--- src/rtl/ex_muldiv_unit_pkg.sv ---
// Shared constants, encodings and helpers for the EX-stage multiply/divide unit.
package ex_muldiv_unit_pkg;

  localparam int unsigned WIDTH = 32;
  localparam int unsigned CNT_W = 6;

  typedef enum logic [1:0] {
    MD_MULT  = 2'b00,
    MD_MULTU = 2'b01,
    MD_DIV   = 2'b10,
    MD_DIVU  = 2'b11
  } md_op_e;

  typedef enum logic [1:0] {
    IDLE = 2'b00,
    CALC = 2'b01,
    FIX  = 2'b10
  } md_state_e;

  // Magnitude of a two's complement value; unsigned operands pass through.
  function automatic logic [WIDTH-1:0] md_abs(input logic [WIDTH-1:0] v,
                                               input logic is_signed);
    return (is_signed && v[WIDTH-1]) ? (~v + WIDTH'(1)) : v;
  endfunction

endpackage

--- src/rtl/ex_muldiv_unit_if.sv ---
// ID/EX-side request, MTHI/MTLO and HI/LO result signals of the mul/div unit.
interface ex_muldiv_unit_if;
  import ex_muldiv_unit_pkg::*;

  logic             start_i;
  logic [1:0]       op_i;
  logic [WIDTH-1:0] rs_data_i;
  logic [WIDTH-1:0] rt_data_i;
  logic             flush_i;
  logic             hi_we_i;
  logic             lo_we_i;
  logic [WIDTH-1:0] wdata_i;
  logic             busy_o;
  logic             done_o;
  logic [WIDTH-1:0] hi_o;
  logic [WIDTH-1:0] lo_o;

  modport master (
    output start_i, op_i, rs_data_i, rt_data_i, flush_i, hi_we_i, lo_we_i, wdata_i,
    input  busy_o, done_o, hi_o, lo_o
  );

  modport slave (
    input  start_i, op_i, rs_data_i, rt_data_i, flush_i, hi_we_i, lo_we_i, wdata_i,
    output busy_o, done_o, hi_o, lo_o
  );

endinterface

--- src/rtl/ex_muldiv_unit_md_datapath.sv ---
// Combinational single-iteration step (shift-add / restoring subtract) and
// the final sign-fix negators for the iterative mul/div unit.
module ex_muldiv_unit_md_datapath
  import ex_muldiv_unit_pkg::*;
(
  input  logic             i_is_div,
  input  logic [WIDTH-1:0] i_hi_acc,
  input  logic [WIDTH-1:0] i_lo_acc,
  input  logic [WIDTH-1:0] i_opb,
  input  logic             i_res_neg,
  input  logic             i_rem_neg,
  output logic [WIDTH-1:0] o_step_hi_c,
  output logic [WIDTH-1:0] o_step_lo_c,
  output logic [WIDTH-1:0] o_fix_hi_c,
  output logic [WIDTH-1:0] o_fix_lo_c
);

  localparam int unsigned PW = 2 * WIDTH;

  logic [WIDTH:0]   w_add;
  logic [WIDTH:0]   w_shift;
  logic             w_ge;
  logic [WIDTH-1:0] w_sub;
  logic [PW-1:0]    w_prod;
  logic [PW-1:0]    w_prod_fix;
  logic [WIDTH-1:0] w_quo_fix;
  logic [WIDTH-1:0] w_rem_fix;

  // Multiply: add multiplicand when the current multiplier LSB is set, then shift right.
  assign w_add = {1'b0, i_hi_acc} + (i_lo_acc[0] ? {1'b0, i_opb} : (WIDTH+1)'(0));

  // Divide: the shifted partial remainder needs one extra bit before the compare.
  assign w_shift = {i_hi_acc, i_lo_acc[WIDTH-1]};
  assign w_ge    = (w_shift >= {1'b0, i_opb});
  assign w_sub   = w_shift[WIDTH-1:0] - i_opb;

  always_comb begin
    o_step_hi_c = '0;
    o_step_lo_c = '0;
    if (i_is_div) begin
      o_step_hi_c = w_ge ? w_sub : w_shift[WIDTH-1:0];
      o_step_lo_c = {i_lo_acc[WIDTH-2:0], w_ge};
    end else begin
      o_step_hi_c = w_add[WIDTH:1];
      o_step_lo_c = {w_add[0], i_lo_acc[WIDTH-1:1]};
    end
  end

  assign w_prod     = {i_hi_acc, i_lo_acc};
  assign w_prod_fix = i_res_neg ? (~w_prod + PW'(1)) : w_prod;
  assign w_quo_fix  = i_res_neg ? (~i_lo_acc + WIDTH'(1)) : i_lo_acc;
  assign w_rem_fix  = i_rem_neg ? (~i_hi_acc + WIDTH'(1)) : i_hi_acc;

  always_comb begin
    o_fix_hi_c = w_prod_fix[PW-1:WIDTH];
    o_fix_lo_c = w_prod_fix[WIDTH-1:0];
    if (i_is_div) begin
      o_fix_hi_c = w_rem_fix;
      o_fix_lo_c = w_quo_fix;
    end
  end

endmodule

--- src/rtl/ex_muldiv_unit.sv ---
// Iterative EX-stage multiply/divide unit: FSM, iteration counter, operand
// accumulators and the architectural HI/LO registers.
module ex_muldiv_unit
  import ex_muldiv_unit_pkg::*;
(
  input  logic              clk_i,
  input  logic              rst_i,
  ex_muldiv_unit_if.slave   bus
);

  md_state_e        r_state;
  md_state_e        w_state_nxt;
  logic             w_load;
  logic             w_step;
  logic             w_fix;

  logic [CNT_W-1:0] r_cnt;
  logic [WIDTH-1:0] r_hi_acc;
  logic [WIDTH-1:0] r_lo_acc;
  logic [WIDTH-1:0] r_opb;
  logic             r_is_div;
  logic             r_res_neg;
  logic             r_rem_neg;

  logic [WIDTH-1:0] r_hi;
  logic [WIDTH-1:0] r_lo;
  logic             r_done;

  md_op_e           w_op;
  logic             w_in_div;
  logic             w_in_signed;
  logic             w_div_zero;
  logic [WIDTH-1:0] w_rs_mag;
  logic [WIDTH-1:0] w_rt_mag;
  logic [WIDTH-1:0] w_step_hi;
  logic [WIDTH-1:0] w_step_lo;
  logic [WIDTH-1:0] w_fix_hi;
  logic [WIDTH-1:0] w_fix_lo;

  assign w_op        = md_op_e'(bus.op_i);
  assign w_in_div    = (w_op == MD_DIV) || (w_op == MD_DIVU);
  assign w_in_signed = (w_op == MD_MULT) || (w_op == MD_DIV);
  assign w_div_zero  = w_in_div && (bus.rt_data_i == '0);
  assign w_rs_mag    = md_abs(bus.rs_data_i, w_in_signed);
  assign w_rt_mag    = md_abs(bus.rt_data_i, w_in_signed);

  always_ff @(posedge clk_i or negedge rst_i) begin
    if (!rst_i) r_state <= IDLE;
    else        r_state <= w_state_nxt;
  end

  // Flush wins over everything, including a start presented in IDLE.
  always_comb begin
    w_state_nxt = r_state;
    w_load      = 1'b0;
    w_step      = 1'b0;
    w_fix       = 1'b0;
    case (r_state)
      IDLE: begin
        if (bus.start_i && !bus.flush_i) begin
          w_load      = 1'b1;
          w_state_nxt = w_div_zero ? FIX : CALC;
        end
      end
      CALC: begin
        if (bus.flush_i) begin
          w_state_nxt = IDLE;
        end else begin
          w_step = 1'b1;
          if (r_cnt == CNT_W'(WIDTH - 1)) w_state_nxt = FIX;
        end
      end
      FIX: begin
        w_state_nxt = IDLE;
        if (!bus.flush_i) w_fix = 1'b1;
      end
      default: w_state_nxt = IDLE;
    endcase
  end

  // Mul: lo holds the multiplier, opb the multiplicand. Div: lo holds the dividend, opb the divisor.
  always_ff @(posedge clk_i or negedge rst_i) begin
    if (!rst_i) begin
      r_cnt     <= '0;
      r_hi_acc  <= '0;
      r_lo_acc  <= '0;
      r_opb     <= '0;
      r_is_div  <= 1'b0;
      r_res_neg <= 1'b0;
      r_rem_neg <= 1'b0;
    end else if (w_load) begin
      r_cnt    <= '0;
      r_is_div <= w_in_div;
      if (w_div_zero) begin
        r_hi_acc  <= bus.rs_data_i;
        r_lo_acc  <= '1;
        r_opb     <= '0;
        r_res_neg <= 1'b0;
        r_rem_neg <= 1'b0;
      end else begin
        r_hi_acc  <= '0;
        r_lo_acc  <= w_in_div ? w_rs_mag : w_rt_mag;
        r_opb     <= w_in_div ? w_rt_mag : w_rs_mag;
        r_res_neg <= w_in_signed && (bus.rs_data_i[WIDTH-1] ^ bus.rt_data_i[WIDTH-1]);
        r_rem_neg <= w_in_signed && w_in_div && bus.rs_data_i[WIDTH-1];
      end
    end else if (w_step) begin
      r_hi_acc <= w_step_hi;
      r_lo_acc <= w_step_lo;
      r_cnt    <= r_cnt + CNT_W'(1);
    end
  end

  ex_muldiv_unit_md_datapath u_datapath (
    .i_is_div    (r_is_div),
    .i_hi_acc    (r_hi_acc),
    .i_lo_acc    (r_lo_acc),
    .i_opb       (r_opb),
    .i_res_neg   (r_res_neg),
    .i_rem_neg   (r_rem_neg),
    .o_step_hi_c (w_step_hi),
    .o_step_lo_c (w_step_lo),
    .o_fix_hi_c  (w_fix_hi),
    .o_fix_lo_c  (w_fix_lo)
  );

  // MTHI/MTLO land only in IDLE; an operation result later overwrites them.
  always_ff @(posedge clk_i or negedge rst_i) begin
    if (!rst_i) begin
      r_hi   <= '0;
      r_lo   <= '0;
      r_done <= 1'b0;
    end else begin
      r_done <= w_fix;
      if (r_state == IDLE) begin
        if (bus.hi_we_i) r_hi <= bus.wdata_i;
        if (bus.lo_we_i) r_lo <= bus.wdata_i;
      end
      if (w_fix) begin
        r_hi <= w_fix_hi;
        r_lo <= w_fix_lo;
      end
    end
  end

  assign bus.busy_o = (r_state != IDLE);
  assign bus.done_o = r_done;
  assign bus.hi_o   = r_hi;
  assign bus.lo_o   = r_lo;

endmodule

--- src/flat_wrapper.sv ---
// flat-port wrapper written by rule: the top's interface ports become plain ports
module ex_muldiv_unit_flat import ex_muldiv_unit_pkg::*;
  (clk_i, rst_i, bus_start_i, bus_op_i, bus_rs_data_i, bus_rt_data_i, bus_flush_i, bus_hi_we_i, bus_lo_we_i, bus_wdata_i, bus_busy_o, bus_done_o, bus_hi_o, bus_lo_o);
  ex_muldiv_unit_if bus_i ();
  input  logic clk_i;
  input  logic rst_i;
  input wire logic [$bits(bus_i.start_i)-1:0] bus_start_i;
  input wire logic [$bits(bus_i.op_i)-1:0] bus_op_i;
  input wire logic [$bits(bus_i.rs_data_i)-1:0] bus_rs_data_i;
  input wire logic [$bits(bus_i.rt_data_i)-1:0] bus_rt_data_i;
  input wire logic [$bits(bus_i.flush_i)-1:0] bus_flush_i;
  input wire logic [$bits(bus_i.hi_we_i)-1:0] bus_hi_we_i;
  input wire logic [$bits(bus_i.lo_we_i)-1:0] bus_lo_we_i;
  input wire logic [$bits(bus_i.wdata_i)-1:0] bus_wdata_i;
  output wire logic [$bits(bus_i.busy_o)-1:0] bus_busy_o;
  output wire logic [$bits(bus_i.done_o)-1:0] bus_done_o;
  output wire logic [$bits(bus_i.hi_o)-1:0] bus_hi_o;
  output wire logic [$bits(bus_i.lo_o)-1:0] bus_lo_o;
  assign bus_i.start_i = bus_start_i;
  assign bus_i.op_i = bus_op_i;
  assign bus_i.rs_data_i = bus_rs_data_i;
  assign bus_i.rt_data_i = bus_rt_data_i;
  assign bus_i.flush_i = bus_flush_i;
  assign bus_i.hi_we_i = bus_hi_we_i;
  assign bus_i.lo_we_i = bus_lo_we_i;
  assign bus_i.wdata_i = bus_wdata_i;
  assign bus_busy_o = bus_i.busy_o;
  assign bus_done_o = bus_i.done_o;
  assign bus_hi_o = bus_i.hi_o;
  assign bus_lo_o = bus_i.lo_o;
  ex_muldiv_unit u_core (.clk_i(clk_i), .rst_i(rst_i), .bus(bus_i));
endmodule
--- config.mk ---
export PLATFORM = sky130hd
export DESIGN_NAME = ex_muldiv_unit_flat
export DESIGN_NICKNAME = d
export VERILOG_FILES = /design/src/rtl/ex_muldiv_unit_pkg.sv /design/src/rtl/ex_muldiv_unit_if.sv /design/src/rtl/ex_muldiv_unit_md_datapath.sv /design/src/rtl/ex_muldiv_unit.sv /design/src/flat_wrapper.sv
export SDC_FILE = /design/constraint.sdc
export NUM_CORES = 1
export LEC_CHECK = 0
export BUFFER_PORTS_ARGS = -buffer_cell sky130_fd_sc_hd__buf_2
export CAP_MARGIN = 5
export CORE_MARGIN = 4
export CORE_UTILIZATION = 35
export DETAILED_ROUTE_END_ITERATION = 10
export PLACE_DENSITY = 0.54
export SLEW_MARGIN = 20
export SYNTH_ARGS = -nofsm -noshare
export SYNTH_HDL_FRONTEND = slang
export SYNTH_SLANG_ARGS = --single-unit
--- constraint.sdc ---
create_clock -name clk_i -period 3.7 [get_ports clk_i]
set_clock_uncertainty 0.1 [all_clocks]
set_input_delay 0.74 -clock clk_i [delete_from_list [all_inputs] [get_ports clk_i]]
set_output_delay 0.74 -clock clk_i [all_outputs]
set_load 0.005 [all_outputs]
# Word-level counts from Yosys, hierarchy flattened
# Index checks and enable logic that the tools add are counted.
[totals]
register_bits = 172
[op_classes]
add_sub_neg = 8
order_cmp = 1
eq_ne = 7
muxes = 40
bitwise = 6
reduce_logical = 21
[op_table]
columns = ["cell", "count"]
rows = [
  ["32-bit two-way mux", 25],
  ["32-bit by 1-bit adder with 32-bit output (second input constant)", 4],
  ["32-bit inverter", 4],
  ["64-bit by 1-bit adder with 64-bit output (second input constant)", 1],
  ["64-bit two-way mux", 1],
  ["64-bit inverter", 1],
  ["32-bit by 33-bit adder with 33-bit output", 1],
  ["33-bit by 32-bit >= comparator with 1-bit output", 1],
  ["32-bit logical NOT", 1],
  ["32-bit subtractor", 1],
  ["6-bit two-way mux", 2],
  ["2-bit nonzero test", 5],
  ["2-bit two-way mux", 4],
  ["1-bit logical AND", 7],
  ["1-bit two-way mux", 7],
  ["6-bit by 1-bit adder with 6-bit output (second input constant)", 1],
  ["2-bit == test (second input constant)", 3],
  ["6-bit by 5-bit == test with 1-bit output (second input constant)", 1],
  ["2-bit AND reduction", 3],
  ["2-bit logical NOT", 2],
  ["2-bit one-hot mux with 2 select lines", 1],
  ["3-bit by 2-bit inequality test with 1-bit output (second input constant)", 1],
  ["2-bit by 1-bit == test with 1-bit output (second input constant)", 1],
  ["1-bit logical OR", 2],
  ["other kinds (3)", 3],
]

# Longest topological paths before layout
[logic_depth]
ltp_word = 7
mapped_depth = 14

# Modules after synthesis
# A second synthesis with hierarchy kept.
[unflattened]
hier_cells = 1919
area_unflattened_um2 = 15667.5
[by_module_without_submodules]
columns = ["module", "n_inst", "cells_each", "area_per_inst_um2", "seq_area_each_um2"]
rows = [
  ["ex_muldiv_unit", 1, 963, 9394.0, 4304.1],
  ["ex_muldiv_unit_md_datapath", 1, 956, 6273.5, 0.0],
]

# Worst setup path before layout
# OpenSTA, ideal clock, no wires.
[synth_path]
kind = "register -> register"
start = "register u_core.r_lo_acc[0]"
end = "register u_core.r_hi_acc[30]"
arrival_time_ns = 3.144
t_required_ns = 3.513
setup_slack_ns = 0.370
stages_incl_launch_ff = 14
path_buffers = 1
period_less_slack_ns = 3.330
path_cell_list = "dfrtp_1 > inv_1 > clkbuf_1 > nor2_1 > ha_1 > a211oi_1 > o21ai_0 > o2111a_1 > o311a_1 > nor3_2 > o41ai_2 > a31oi_1 > or3b_1 > o211ai_1"
[synth_between]
elab_chain_cells = 5
[synth_lines]
columns = ["element", "line", "text"]
rows = [
  ["start: declaration", "ex_muldiv_unit.sv:19", "logic [WIDTH-1:0] r_lo_acc;"],
  ["start signal: assignment", "ex_muldiv_unit.sv:102", "r_lo_acc <= w_in_div ? w_rs_mag : w_rt_mag;"],
  ["start signal: assignment", "ex_muldiv_unit.sv:109", "r_lo_acc <= w_step_lo;"],
  ["32-bit two-way mux", "ex_muldiv_unit_md_datapath.sv:30", "assign w_add = {1'b0, i_hi_acc} + (i_lo_acc[0] ? {1'b0, i_opb} : (WIDTH+1)'(0));"],
  ["32-bit by 33-bit adder with 33-bit output", "ex_muldiv_unit_md_datapath.sv:30", ""],
  ["32-bit two-way mux", "ex_muldiv_unit_md_datapath.sv:40", "if (i_is_div) begin"],
  ["32-bit two-way mux", "ex_muldiv_unit.sv:107", "end else if (w_step) begin"],
  ["32-bit two-way mux", "ex_muldiv_unit.sv:91", "end else if (w_load) begin"],
  ["end signal: assignment", "ex_muldiv_unit.sv:95", "r_hi_acc <= bus.rs_data_i;"],
  ["end signal: assignment", "ex_muldiv_unit.sv:108", "r_hi_acc <= w_step_hi;"],
  ["end: declaration", "ex_muldiv_unit.sv:18", "logic [WIDTH-1:0] r_hi_acc;"],
]
# No other way between the ends. The select of a mux whose other input is x is not followed.
# A chain may end at the register's enable or synchronous reset.

# Worst setup path after layout
[layout_path]
start = "register u_core.r_opb[10]"
end = "register u_core.r_hi_acc[9]"
[layout_between]
elab_chain_cells = 5
elab_cells_between_ends = 7
cone_classes = "add/sub: 1; order compare: 1; mux: 5"
[layout_lines]
columns = ["element", "line", "text"]
rows = [
  ["start: declaration", "ex_muldiv_unit.sv:20", "logic [WIDTH-1:0] r_opb;"],
  ["start signal: assignment", "ex_muldiv_unit.sv:103", "r_opb <= w_in_div ? w_rt_mag : w_rs_mag;"],
  ["32-bit two-way mux or 33-bit by 32-bit >= comparator with 1-bit output (tied branches)", "ex_muldiv_unit_md_datapath.sv:30, ex_muldiv_unit_md_datapath.sv:34", ""],
  ["32-bit by 33-bit adder with 33-bit output or 32-bit two-way mux (tied branches)", "ex_muldiv_unit_md_datapath.sv:30, ex_muldiv_unit_md_datapath.sv:41", ""],
  ["32-bit two-way mux (*)", "ex_muldiv_unit_md_datapath.sv:40", ""],
  ["32-bit two-way mux (*)", "ex_muldiv_unit.sv:107", ""],
  ["32-bit two-way mux (*)", "ex_muldiv_unit.sv:91", ""],
]
# Every way passes the cells marked *; elsewhere a longest branch is shown, timed or not. The select of a mux whose other input is x is not followed.

==> impl_metrics.yaml <==
detailed_routing:
  drt-met1-wl_mm: 29.16
  drtIter0Drc: 1752
  met3_length_mm: 4.938
  drc: 0
  topRoutingLayerUsed: "met5"
  finalWirelength_mm: 65.14
  wl_met2_mm: 28.68
  ant_nets: 0
  drt_first_pass_iters: 6
  vias: 16210
  avgViaCountPerCell: 5.816
  wl_per_cell_um: 23.37
power:
  ir_drop_mv: 0.3481
  p_leak_nw: 7.755
  powerDensity_nw_per_um2: 694.3
critical_path:
  worst-path-max-fanout: 13
  reg2reg_depth: 12
  crit_arrival_ns: 3.82
  reg2reg_slack_ns: 0.11
  crit_path_max_incr_delay_ns: 0.46
  r2r-end: "u_core.r_hi_acc[9]"
  cp-end-kind: "flip-flop"
  critPathLaunchType: "flip-flop"
  path_cells: "inv_1 > ha_1 > a21o_1 > a31oi_1 > o21ai_0 > a221o_1 > o211ai_1 > nand2_2 > buf_4 > mux2_2 > a211oi_1 > nor3_1"
  cp_slowest_cell: "a221o_1"
  crit_type: "flip-flop to flip-flop"
  reg2reg_from: "u_core.r_opb[10]"
  critPathRequiredTime_ns: 3.93
cts:
  cts_tree: "done"
  hold_buffers: 0
  cts-root-buf: "clkbuf_16"
  clockBufferDepth: 2
  cts_resized: 0
  clock-sinks: 172
  cts_setup_buffers: 0
  cts_made_buffers: 17
  cts_max_level: 4
  clk_latency_ns: 0.47
  path_clk_slew_ns: 0.07
logic_synthesis:
  syn-cell-area_um2: 15720
  ys_seq_elements: 172
  ys_async_sr_fraction: 1.000
  syn_area_per_cell_um2: 7.797
  syn_inst: 2016
  synth_edf_count: 0
  yosysUniqueCellTypes: 92
  yosys_warnings: 0
  synth_ff_type: "dfrtp_1"
  ys_seq_area_frac: 0.2738
  syn_nets: 2191
timing:
  period_share: 0.9700
  period_minus_slack_ns: 3.589
  relSlewSlack: 0.3088
  slew_violations: 0
  max_freq_mhz: 278.6
  grt_setup_unrepaired: "false"
  tns_ns: 0
  report.final.setup_viol: 0
  tightest_slew_ns: 1.033
  hold_viol: 0
grt:
  grt_max_degree: 124
  antenna_found_initial: 3
  overflow: 0
  grt_usage: 0.2647
  grt_pass1_wl_mm: 96.90
  grt_pass1_vias: 15440
layout:
  most-common-layout-cells: "nand2_1 (217), nor2_1 (203), a21oi_1 (193)"
  nNetsFinal: 2359
  fin_area_um2: 18310
  drive_gt1_frac: 0.1708
  area_growth_pct: 16.48
  final_common_cell: "nand2_1"
  fillCellCount: 4609
  insertedDiodeCount: 0
die:
  start_util: 0.3547
  core_area_um2: 44320
  fp.dieW_um: 219.9
  dieArea_um2: 48360
  die-height_um: 219.9
  pin_count: 170
  rows: 77
min_path:
  hp-class: "primary input to async pin"
placement:
  gp_congestion: 0.9596
  placed_area_um2: 17680
  dp_hpwl_mm: 51.48
  io_buffers: 169
job:
  cap_violations: 0
run_status:
  status: "complete, no violations"
state kept, by name, summed over array words and instances (netlist names):
signal             cells
u_core.r_is_div        1
u_core.r_rem_neg       1
u_core.bus.lo_o       32
u_core.r_opb          32
u_core.r_cnt           6
u_core.r_state         2
u_core.r_lo_acc       32
u_core.bus.hi_o       32
u_core.r_res_neg       1
u_core.bus.done_o      1
u_core.r_hi_acc       32
Yosys cell counts, types with 6 or more instances:
library cell / instances / area (µm²)
nand2_1: 218 / 818.3
nand3_1: 34 / 170.2
o211ai_1: 37 / 277.8
a31oi_1: 21 / 131.4
ha_1: 69 / 863.3
or4_1: 8 / 60.06
buf_2: 12 / 60.06
buf_1: 20 / 75.07
o221ai_1: 18 / 157.7
o21ai_0: 193 / 965.9
mux2i_1: 90 / 900.9
a221oi_1: 7 / 61.31
clkbuf_1: 88 / 330.3
xnor2_1: 106 / 928.4
nand4_1: 18 / 112.6
o21ai_1: 8 / 40.04
dfrtp_1: 172 / 4304
and2_1: 6 / 37.54
a21o_1: 29 / 217.7
nor2_1: 203 / 762.0
nor2b_1: 18 / 112.6
nand2b_1: 17 / 106.4
or3_1: 25 / 156.4
or2_2: 6 / 37.54
a211oi_1: 39 / 292.8
nand3b_1: 6 / 45.04
nor4_1: 14 / 87.58
inv_1: 62 / 232.7
a21oi_1: 193 / 965.9
o21a_1: 10 / 75.07
o31ai_1: 20 / 150.1
and3_1: 7 / 43.79
mux2_2: 9 / 101.4
o41ai_1: 9 / 78.83
nor3_1: 45 / 225.2
a31o_2: 6 / 52.55
xor2_1: 58 / 508.0
power breakdown:
part           switching (W)  internal (W)  total (W)  leakage, nW
clock               0.000900       0.00107    0.00197        0.291
sequential          0.000506       0.00235    0.00286         2.06
combinational        0.00477       0.00311    0.00788         5.40
how the worst max path moves through the flow:
stage	endpoint	start	cells past startpoint
CTS	u_core.r_hi_acc[9]	u_core.r_hi_acc[0]	11
global route	u_core.r_hi_acc[9]	u_core.r_opb[10]	12
global placement	u_core.r_opb[27]	bus_rs_data_i[12]	10
detailed placement	u_core.r_hi_acc[9]	u_core.r_hi_acc[0]	11
finish	u_core.r_hi_acc[9]	u_core.r_opb[10]	12
floorplan	u_core.r_hi_acc[30]	u_core.r_lo_acc[0]	13
cell type report:
cell class | count | area [µm²] | share of cell area
multi-input combinational | 1657 | 10720 | 0.5857
clock inverter | 13 | 176.4 | 0.009636
sequential | 172 | 4307 | 0.2352
clock buffer | 17 | 425.4 | 0.02324
inverter | 62 | 232.7 | 0.01271
tap | 592 | 740.7 | 0.04046
timing repair buffer | 274 | 1703 | 0.09301
kinds of logic after synthesis:
logic type	count (synthesis)	share of synthesized area
flip-flops	172	0.2738
buffers and inverters	187	0.04633
XOR/XNOR	164	0.09138
AND/OR/NAND/NOR	674	0.2100
AO/OA/AOI/OAI	649	0.2573
adder cells (fa/ha/maj)	71	0.05747
multiplexers	99	0.06376
critical path: cells and delay by family (launching register included):
kind,cells,cell delay (ns)
compound gates,6,1.79
fa+ha+maj,1,0.34
buf+inv,2,0.37
flops,1,0.38
mux,1,0.28
simple gates,2,0.19
per-layer routing:
layer,vias up,global-route usage
met1,7768,0.3694
met5,-,0
li1,7646,-
met4,4,0.08813
met3,132,0.05019
met2,660,0.4121
through the flow:
step | power [W] | worst slack (ns) | utilization | hold slack (ns) | cells
after floorplan | 0.007811 | 0.3698 | - | 0.3444 | 2016
after global placement | 0.01056 | 0.09958 | 0.3990 | 0.3679 | 2757
after detailed placement | 0.01057 | 0.05617 | 0.3990 | 0.3742 | 2757
after CTS | 0.01257 | 0.02871 | 0.4126 | 0.1809 | 2787
after global routing | 0.01356 | 0.009723 | 0.4131 | 0.1952 | 2787
final | 0.01271 | 0.1112 | 0.4131 | 0.1653 | 2787
No activity file was read; power rests on OpenSTA's default activity.
